## src/rtl/calc_seq_ctrl_if.sv

```systemverilog
// calc_seq_ctrl_if: bundles the command, ALU and UART-TX signals of the
// calculator sequencer. The master modport is the sequencer's view; the slave
// modport is the surrounding decoder/ALU/UART view.
interface calc_seq_ctrl_if #(
   parameter int RES_W = 32
);
   // command from the UART decoder
   logic [3:0]       dtype;
   logic [4:0]       operator;
   logic [15:0]      src1;
   logic [15:0]      src2;
   logic             parser_done;
   logic             busy;
   logic             overrun;
   // ALU start/done handshake
   logic             alu_start;
   logic [4:0]       alu_op;
   logic             alu_signed;
   logic [15:0]      alu_a;
   logic [15:0]      alu_b;
   logic             alu_done;
   logic             alu_err;
   logic [RES_W-1:0] alu_result;
   // TX byte stream: a byte moves on every cycle with tx_valid && tx_ready;
   // until then tx_valid and tx_data hold steady and tx_valid never drops
   // without a transfer (reset excepted).
   logic [7:0]       tx_data;
   logic             tx_valid;
   logic             tx_ready;

   modport master (
      input  dtype, operator, src1, src2, parser_done,
      input  alu_done, alu_err, alu_result, tx_ready,
      output busy, overrun, alu_start, alu_op, alu_signed, alu_a, alu_b,
      output tx_data, tx_valid
   );

   modport slave (
      output dtype, operator, src1, src2, parser_done,
      output alu_done, alu_err, alu_result, tx_ready,
      input  busy, overrun, alu_start, alu_op, alu_signed, alu_a, alu_b,
      input  tx_data, tx_valid
   );
endinterface

```

## src/rtl/calc_seq_ctrl.sv

```systemverilog
// calc_seq_ctrl: takes one parsed command at a time, issues it to the ALU and
// streams the result back as ASCII hex + CR LF, or "ERR" + CR LF on a fault,
// an ALU timeout or an unsupported dtype.
// Optional feature macro CALC_ZERO_SUPPRESS_EN: when defined, leading zero
// hex digits are skipped (a zero result still sends one "0").
module calc_seq_ctrl #(
   parameter int RES_W   = 32,
   parameter int TIMEOUT = 255
) (
   input  logic            clk,
   input  logic            rst,
   calc_seq_ctrl_if.master bus,
   output logic [2:0]      state_dbg
);
   localparam int N  = RES_W / 4;
   localparam int DW = $clog2(N + 1);
   localparam logic [15:0] TO_LAST = 16'(TIMEOUT - 1);

   typedef enum logic [2:0] {
      S_IDLE     = 3'd0,
      S_ISSUE    = 3'd1,
      S_WAIT_ALU = 3'd2,
      S_SEND_HEX = 3'd3,
      S_SEND_ERR = 3'd4,
      S_SEND_EOL = 3'd5
   } state_t;

   state_t           state;
   logic [15:0]      to_cnt;
   logic [RES_W-1:0] res_q;     // remaining digits, next one in the top nibble
   logic [DW-1:0]    dig_left;  // digits still to present after the current one
   logic [1:0]       byte_idx;  // position within "ERR" or CR LF
   logic             tx_fire;
   logic [RES_W-1:0] cap_val;
   logic [DW-1:0]    cap_digits;

   function automatic logic [7:0] hex_char(input logic [3:0] n);
      return (n < 4'd10) ? (8'h30 + {4'h0, n}) : (8'h37 + {4'h0, n});
   endfunction

   assign tx_fire     = bus.tx_valid && bus.tx_ready;
   assign bus.busy    = (state != S_IDLE);
   assign bus.overrun = bus.parser_done && (state != S_IDLE);
   assign state_dbg   = state;

`ifdef CALC_ZERO_SUPPRESS_EN
   logic lead;

   // Left-align the first non-zero digit of the incoming result; the lowest
   // digit is never skipped so a zero result still produces one digit.
   always_comb begin
      cap_val    = bus.alu_result;
      cap_digits = DW'(N);
      lead       = 1'b1;
      for (int i = 0; i < N - 1; i++) begin
         if (lead && (cap_val[RES_W-1 -: 4] == 4'h0)) begin
            cap_val    = cap_val << 4;
            cap_digits = cap_digits - DW'(1);
         end else begin
            lead = 1'b0;
         end
      end
   end
`else
   // Every digit is sent, leading zeros included.
   always_comb begin
      cap_val    = bus.alu_result;
      cap_digits = DW'(N);
   end
`endif

   // Sequencer FSM: command latch, ALU handshake with timeout, TX serialiser.
   always_ff @(posedge clk) begin
      if (rst) begin
         state          <= S_IDLE;
         to_cnt         <= '0;
         res_q          <= '0;
         dig_left       <= '0;
         byte_idx       <= '0;
         bus.alu_start  <= 1'b0;
         bus.alu_op     <= '0;
         bus.alu_signed <= 1'b0;
         bus.alu_a      <= '0;
         bus.alu_b      <= '0;
         bus.tx_data    <= '0;
         bus.tx_valid   <= 1'b0;
      end else begin
         bus.alu_start <= 1'b0;
         case (state)
            S_IDLE: begin
               if (bus.parser_done) begin
                  bus.alu_op     <= bus.operator;
                  bus.alu_signed <= (bus.dtype == 4'h2);
                  bus.alu_a      <= bus.src1;
                  bus.alu_b      <= bus.src2;
                  if ((bus.dtype == 4'h1) || (bus.dtype == 4'h2)) begin
                     state         <= S_ISSUE;
                     bus.alu_start <= 1'b1;
                  end else begin
                     state        <= S_SEND_ERR;
                     bus.tx_valid <= 1'b1;
                     bus.tx_data  <= 8'h45;
                     byte_idx     <= 2'd0;
                  end
               end
            end
            S_ISSUE: begin
               to_cnt <= '0;
               state  <= S_WAIT_ALU;
            end
            S_WAIT_ALU: begin
               to_cnt <= to_cnt + 16'd1;
               if (bus.alu_done && !bus.alu_err) begin
                  state        <= S_SEND_HEX;
                  res_q        <= cap_val << 4;
                  dig_left     <= cap_digits - DW'(1);
                  bus.tx_valid <= 1'b1;
                  bus.tx_data  <= hex_char(cap_val[RES_W-1 -: 4]);
               end else if (bus.alu_done || (to_cnt == TO_LAST)) begin
                  state        <= S_SEND_ERR;
                  bus.tx_valid <= 1'b1;
                  bus.tx_data  <= 8'h45;
                  byte_idx     <= 2'd0;
               end
            end
            S_SEND_HEX: begin
               if (tx_fire) begin
                  if (dig_left == '0) begin
                     state       <= S_SEND_EOL;
                     bus.tx_data <= 8'h0D;
                     byte_idx    <= 2'd0;
                  end else begin
                     bus.tx_data <= hex_char(res_q[RES_W-1 -: 4]);
                     res_q       <= res_q << 4;
                     dig_left    <= dig_left - DW'(1);
                  end
               end
            end
            S_SEND_ERR: begin
               if (tx_fire) begin
                  if (byte_idx == 2'd2) begin
                     state       <= S_SEND_EOL;
                     bus.tx_data <= 8'h0D;
                     byte_idx    <= 2'd0;
                  end else begin
                     bus.tx_data <= 8'h52;
                     byte_idx    <= byte_idx + 2'd1;
                  end
               end
            end
            S_SEND_EOL: begin
               if (tx_fire) begin
                  if (byte_idx == 2'd1) begin
                     state        <= S_IDLE;
                     bus.tx_valid <= 1'b0;
                     bus.tx_data  <= '0;
                     byte_idx     <= 2'd0;
                  end else begin
                     bus.tx_data <= 8'h0A;
                     byte_idx    <= 2'd1;
                  end
               end
            end
            default: state <= S_IDLE;
         endcase
      end
   end
endmodule

```

## src/flat_wrapper.sv

```systemverilog
// flat-port wrapper written by rule: the top's interface ports become plain ports
module calc_seq_ctrl_flat 
#(
   parameter int RES_W   = 32,
   parameter int TIMEOUT = 255
)
  (clk, rst, state_dbg, bus_dtype, bus_operator, bus_src1, bus_src2, bus_parser_done, bus_alu_done, bus_alu_err, bus_alu_result, bus_tx_ready, bus_busy, bus_overrun, bus_alu_start, bus_alu_op, bus_alu_signed, bus_alu_a, bus_alu_b, bus_tx_data, bus_tx_valid);
  calc_seq_ctrl_if #(.RES_W(RES_W)) bus_i ();
  input  logic clk;
  input  logic rst;
  output logic [2:0] state_dbg;
  input wire logic [$bits(bus_i.dtype)-1:0] bus_dtype;
  input wire logic [$bits(bus_i.operator)-1:0] bus_operator;
  input wire logic [$bits(bus_i.src1)-1:0] bus_src1;
  input wire logic [$bits(bus_i.src2)-1:0] bus_src2;
  input wire logic [$bits(bus_i.parser_done)-1:0] bus_parser_done;
  input wire logic [$bits(bus_i.alu_done)-1:0] bus_alu_done;
  input wire logic [$bits(bus_i.alu_err)-1:0] bus_alu_err;
  input wire logic [$bits(bus_i.alu_result)-1:0] bus_alu_result;
  input wire logic [$bits(bus_i.tx_ready)-1:0] bus_tx_ready;
  output wire logic [$bits(bus_i.busy)-1:0] bus_busy;
  output wire logic [$bits(bus_i.overrun)-1:0] bus_overrun;
  output wire logic [$bits(bus_i.alu_start)-1:0] bus_alu_start;
  output wire logic [$bits(bus_i.alu_op)-1:0] bus_alu_op;
  output wire logic [$bits(bus_i.alu_signed)-1:0] bus_alu_signed;
  output wire logic [$bits(bus_i.alu_a)-1:0] bus_alu_a;
  output wire logic [$bits(bus_i.alu_b)-1:0] bus_alu_b;
  output wire logic [$bits(bus_i.tx_data)-1:0] bus_tx_data;
  output wire logic [$bits(bus_i.tx_valid)-1:0] bus_tx_valid;
  assign bus_i.dtype = bus_dtype;
  assign bus_i.operator = bus_operator;
  assign bus_i.src1 = bus_src1;
  assign bus_i.src2 = bus_src2;
  assign bus_i.parser_done = bus_parser_done;
  assign bus_i.alu_done = bus_alu_done;
  assign bus_i.alu_err = bus_alu_err;
  assign bus_i.alu_result = bus_alu_result;
  assign bus_i.tx_ready = bus_tx_ready;
  assign bus_busy = bus_i.busy;
  assign bus_overrun = bus_i.overrun;
  assign bus_alu_start = bus_i.alu_start;
  assign bus_alu_op = bus_i.alu_op;
  assign bus_alu_signed = bus_i.alu_signed;
  assign bus_alu_a = bus_i.alu_a;
  assign bus_alu_b = bus_i.alu_b;
  assign bus_tx_data = bus_i.tx_data;
  assign bus_tx_valid = bus_i.tx_valid;
  calc_seq_ctrl #(.RES_W(RES_W), .TIMEOUT(TIMEOUT)) u_core (.clk(clk), .rst(rst), .bus(bus_i), .state_dbg(state_dbg));
endmodule
```

## config.mk

```make
export PLATFORM = sky130hd
export DESIGN_NAME = calc_seq_ctrl_flat
export DESIGN_NICKNAME = d
export VERILOG_FILES = /design/src/rtl/calc_seq_ctrl_if.sv /design/src/rtl/calc_seq_ctrl.sv /design/src/flat_wrapper.sv
export SDC_FILE = /design/constraint.sdc
export NUM_CORES = 1
export LEC_CHECK = 0
export CORE_MARGIN = 3
export CORE_UTILIZATION = 35
export CTS_CLUSTER_DIAMETER = 120
export CTS_CLUSTER_SIZE = 10
export DETAILED_ROUTE_END_ITERATION = 8
export MAX_ROUTING_LAYER = met4
export PLACE_DENSITY = 0.74
export SLEW_MARGIN = 20
export SYNTH_ARGS = -nofsm -noshare
export SYNTH_HDL_FRONTEND = slang
export SYNTH_SLANG_ARGS = --single-unit
```

## constraint.sdc

```tcl
create_clock -name clk -period 3.6 [get_ports clk]
set_input_delay 0.54 -clock clk [delete_from_list [all_inputs] [get_ports clk]]
set_output_delay 0.54 -clock clk [all_outputs]
set_load 0.005 [all_outputs]
```

==> results of run 1 <==
## cell usage in the layout, fill, tap and decap left out, types with 5 or more instances in the layout
cell type | Yosys | routed
a21oi_1 | 69 | 69
a311oi_1 | 27 | 27
buf_4 | 2 | 8
clkbuf_16 | 0 | 9
clkdlybuf4s50_1 | 0 | 129
dfxtp_1 | 100 | 100
ha_1 | 5 | 5
inv_1 | 17 | 17
nand2_1 | 151 | 151
nand3_1 | 12 | 12
nand3b_1 | 5 | 5
nor2_1 | 59 | 58
nor2b_1 | 5 | 5
nor3_1 | 11 | 11
o21ai_0 | 18 | 18
## layout make-up
type / count / area [µm²]
fill: 1197 / 6480
inverter: 17 / 63.8
clock inverter: 3 / 22.5
sequential: 100 / 2000
multi-input combinational: 443 / 2390
clock buffer: 12 / 246
timing repair buffer: 137 / 1350
tap: 172 / 215
## report_power, final
group,total (mW),internal (mW),switching [mW]
clock,0.907,0.487,0.420
combinational,1.21,0.568,0.643
sequential,1.38,1.26,0.120
total,3.50,2.32,1.18
## flip-flops by register name (all words and copies together), names as in the netlist
signal / cells
u_core.res_q: 28
u_core.bus.alu_a: 16
u_core.bus.alu_b: 16
u_core.to_cnt: 16
u_core.bus.tx_data: 7
u_core.bus.alu_op: 5
u_core.dig_left: 4
u_core.state_dbg: 3
u_core.byte_idx: 2
u_core.bus.alu_signed: 1
u_core.bus.alu_start: 1
u_core.bus.tx_valid: 1
## worst paths after layout
check | from | to | slack (ps) | depth (start not counted)
hold / removal | u_core.bus.alu_b[15] | u_core.bus.alu_b[15] | 460 | 2
setup reg to reg | u_core.state_dbg[1] | u_core.byte_idx[0] | 890 | 5
setup / recovery | u_core.state_dbg[1] | u_core.byte_idx[0] | 890 | 5
hold reg to reg | u_core.bus.alu_b[15] | u_core.bus.alu_b[15] | 460 | 2
## per-layer routing
metal,share of wire,wire length [µm],track usage,up-vias
met5,0,0,-,-
met4,0.016,196,0.0539,0
met2,0.47,5940,0.277,155
met1,0.43,5460,0.212,2164
met3,0.079,991,0.0620,17
li1,-,-,-,2307
## cell families (layout without fill, tap and decap cells)
group,Yosys count,after routing
simple gates,276,276
compound gates,154,154
flops,100,100
buf+inv,62,169
fa+ha+maj,6,6
xor+xnor,3,3
mux,3,3
other cells,1,1
## through the flow
stage / total power, mW / setup slack (ps) / util / hold WS (ps) / cells
after global placement: 2.58 / 717 / 0.471 / 442 / 869
after global routing: 3.72 / 713 / 0.492 / 476 / 884
after CTS: 3.54 / 897 / 0.492 / 459 / 884
after floorplan: 2.09 / 1560 / - / 440 / 605
after detailed placement: 2.62 / 603 / 0.471 / 450 / 869
final: 3.50 / 891 / 0.492 / 458 / 884
## critical path: stages, from the launching register on
cell and delay [ps]:
dfxtp_1 690, or3b_1 710, a211oi_4 410, or3_1 400, nor3_4 70, mux2_1 320
==> results_dict.tcl, run 1 <==
set metrics [dict create \
    cts-root-buf "clkbuf_16" \
    cts_setup_buffers 0 \
    synth_top_flop_cell "dfxtp_1" \
    core_region_area_um2 12800 \
    dr.first_iter.drc_count 436 \
    io_buffer_count 130 \
    synth_area_leader_cell "dfxtp_1" \
    grt_antenna_before_repair 0 \
    diodes 0 \
    clockBufferDepth 2 \
    dpl-instance-area_um2 6020 \
    synth_cell_types 60 \
    crit_path_end_kind "flop" \
    place_congestion 0.890 \
    area_delta_synth_final_pct 35.4 \
    synth_mux_area_frac 0.00673 \
    synth_area_leaders "dfxtp_1 (43%), nand2_1 (12%), a21oi_1 (7.4%)" \
    rows 41 \
    cp_max_fo 20 \
    initial_core_util 0.364 \
    drv_slew 0 \
    wl_per_cell_um 14.2 \
    status "finished clean" \
    fmax_mhz 369 \
    synth_top_cell_area_share 0.431 \
    cts_hold_buffers 0 \
    ys_seq_area_frac 0.431 \
    grt_use_total 0.176 \
    synth_edf_count 0 \
    async_reset_ff_frac 0 \
    clk_latency_ps 340 \
    worstMarginPinSlew_ps 774 \
    vias 4643 \
    drt_pass1_iterations 5 \
    worstHoldPathType "reg2reg" \
    maxCapViolations 0 \
    setup_violations 0 \
    syn-num-nets 689 \
    synth-xor-area-share 0.00566 \
    post_cts_resized 0 \
    grt_pass1_vias 4395 \
    relSlewSlack 0.484 \
    die_h_um 121 \
    synth_top_family_by_area "simple AND/OR/NAND/NOR gates" \
    wl_um 12600 \
    cts_tree "done" \
    min_period_ps 2710 \
    overflow 0 \
    path_class "reg2reg" \
    irDropWorstVdd_uv 325 \
    synth_compound_area_frac 0.218 \
    synth_fa_ha_area_frac 0.0156 \
    stdcell_area_um2 6290 \
    yosysMostFrequentCell "nand2_1" \
    path_clk_slew_ps 70 \
    netlist_area_um2 4640 \
    cts.sinks 100 \
    via_per_inst 5.25 \
    powerDensity_nw_per_um2 556 \
    layout-drive-gt1-share 0.0421 \
    dieWidth_um 121 \
    yosys.area_share.simple 0.266 \
    finClkSkew_ps 8.73 \
    grt_first_pass_wirelength_um 20500 \
    ys_warn_count 0 \
    cp.required_ps 3840 \
    crit_arrival_ps 2940 \
    cts_inserted_buffers 9 \
    htreeDepth 3 \
    syn_inst 605 \
    rsz0062_at_grt "no" \
    fin_crit_sh 0.752 \
    detail-route-antenna-nets 0 \
    start_kind "flop" \
    setup_tns_ps 0 \
    dieArea_um2 14700 \
    io_pins 132 \
    drc_errors 0 \
    nets 792 \
    yosys_register_bits 100 \
    yosys-top-cells-count "nand2_1 (151), dfxtp_1 (100), a21oi_1 (69), nor2_1 (59), clkbuf_1 (31)" \
    grt_max_degree 75 \
    leakagePower_nw 2.18 \
    hpwl_um 8980 \
    post_synth.cell_area_avg_um2 7.68 \
    timing.final.hold_violations 0 \
]
No activity file was read; power rests on OpenSTA's default activity.
==> run 2, diff against run 1 <==
PLACE_DENSITY = 0.76   (was 0.74)
clock period = 2.45 ns   (was 3.6 ns; I/O delays follow)
==> run 2 against run 1 <==
Sequential power up 43%. Worst setup slack worse by 640 ps. Critical endpoint is now bus_overrun. Critical path depth down 1. Power up 51%. Sequential share of layout area down 0.86 points. Clock power up 51%. Combinational power up 60%. Non-clock buffer count up 17. Worst hold slack worse by 4.9 ps. Cell count up 2.0%. First-iteration DRC count down 32%. Die area unchanged.
==> results_dict.tcl, run 2 (synthesis results as in run 1) <==
set metrics [dict create \
    timing.final.hold_violations 0 \
    r2r_start "u_core.to_cnt[11]" \
    wl_um 12100 \
    grt_max_degree 54 \
    crit_arrival_ps 1830 \
    overflow 0 \
    die_h_um 121 \
    fin_crit_sh 0.897 \
    relSlewSlack 0.610 \
    grt_use_total 0.172 \
    rows 41 \
    io_buffer_count 130 \
    clockBufferDepth 2 \
    worstHoldPathType "reg2reg" \
    drc_errors 0 \
    irDropWorstVdd_uv 461 \
    via_per_inst 5.06 \
    cp_max_fo 17 \
    final_common_cell "nand2_1" \
    initial_core_util 0.364 \
    regMostFlops "u_core.res_q" \
    maxCapViolations 0 \
    largest_reg_flops 28 \
    post_cts_resized 0 \
    htreeDepth 3 \
    start_kind "flop" \
    cts_inserted_buffers 9 \
    cts_tree "done" \
    layout-drive-gt1-share 0.0671 \
    hpwl_um 8610 \
    setup_tns_ps 0 \
    path_clk_slew_ps 70 \
    status "finished clean" \
    cts.sinks 100 \
    cp.required_ps 2080 \
    hold_path.startpoint "u_core.bus.alu_a[3]" \
    grt_pass1_vias 4199 \
    clk_latency_ps 350 \
    worstMarginPinSlew_ps 585 \
    diodes 0 \
    rsz0062_at_grt "no" \
    dieWidth_um 121 \
    critPathLaunch "u_core.state_dbg[2]" \
    grt_first_pass_wirelength_um 20000 \
    final_cells 902 \
    nets 809 \
    placed_cells 886 \
    area_delta_synth_final_pct 39.1 \
    fmax_mhz 455 \
    drt_pass1_iterations 5 \
    drv_slew 0 \
    finalPower_mw 5.29 \
    min_period_ps 2200 \
    cts_hold_buffers 0 \
    io_pins 132 \
    path_class "reg2out" \
    powerDensity_nw_per_um2 818 \
    detail-route-antenna-nets 0 \
    finClkSkew_ps 8.58 \
    cts_setup_buffers 0 \
    leakagePower_nw 2.27 \
    place_congestion 0.832 \
    setup_violations 0 \
    grt_antenna_before_repair 0 \
    crit_path_end_kind "primary output" \
    layout_common_cells "nand2_1 (151), clkdlybuf4s50_1 (129), dfxtp_1 (100)" \
    vias 4561 \
    wl_per_cell_um 13.4 \
    fillers 1211 \
    dieArea_um2 14700 \
    cts-root-buf "clkbuf_16" \
    core_region_area_um2 12800 \
    dr.first_iter.drc_count 296 \
]
==> run 2: changes by cell type in the layout (fill, tap and decap cells not counted), sizes merged <==
cell	delta
buf	+17
clkinv	+1
clkinvlp	+1
inv	-1
==> run 2: cell type report <==
type | instances | area [µm²] | share of cell area
inverters | 17 | 63.8 | 0.00987
flip-flops and latches | 100 | 2000 | 0.310
multi-input cells | 443 | 2390 | 0.369
well taps | 172 | 215 | 0.0333
clock inverters | 4 | 33.8 | 0.00523
repair buffers | 154 | 1500 | 0.233
clock buffers | 12 | 256 | 0.0397
==> run 2: power by group <==
group	total [mW]	internal, mW	switching, mW
clock network	1.37	0.750	0.621
logic	1.94	0.940	0.998
registers	1.98	1.85	0.123
==> run 2: worst paths after layout <==
path / endpoint / slack [ps] / cells after the start
setup / recovery: bus_overrun / 250 / 4
hold / removal: u_core.bus.alu_a[3] / 450 / 2
setup reg to reg: u_core.byte_idx[0] / 300 / 6
hold reg to reg: u_core.bus.alu_a[3] / 450 / 2
==> run 2: worst max-delay path: stages, from the launching register on <==
cell	delay [ps]
dfxtp_1	310
buf_4	190
nor3_1	420
nor2b_1	80
clkdlybuf4s50_1	480
==> run 2: stage by stage <==
step | util | hold WS [ps] | setup slack [ps] | instance area, µm²
2_1_floorplan | - | 440 | 408 | 4640
3_3_place_gp | 0.483 | 441 | 192 | 6170
3_5_place_dp | 0.483 | 446 | 137 | 6170
4_1_cts | 0.506 | 455 | 205 | 6460
5_1_grt | 0.506 | 472 | 85.5 | 6460
6_report | 0.506 | 453 | 253 | 6460
==> run 2: routing by layer <==
layer,GRT usage,vias up,wire length (µm)
met2,0.262,141,5580
met5,-,-,0
met1,0.213,2063,5410
met3,0.0653,10,973
li1,-,2347,-
met4,0.0532,0,131
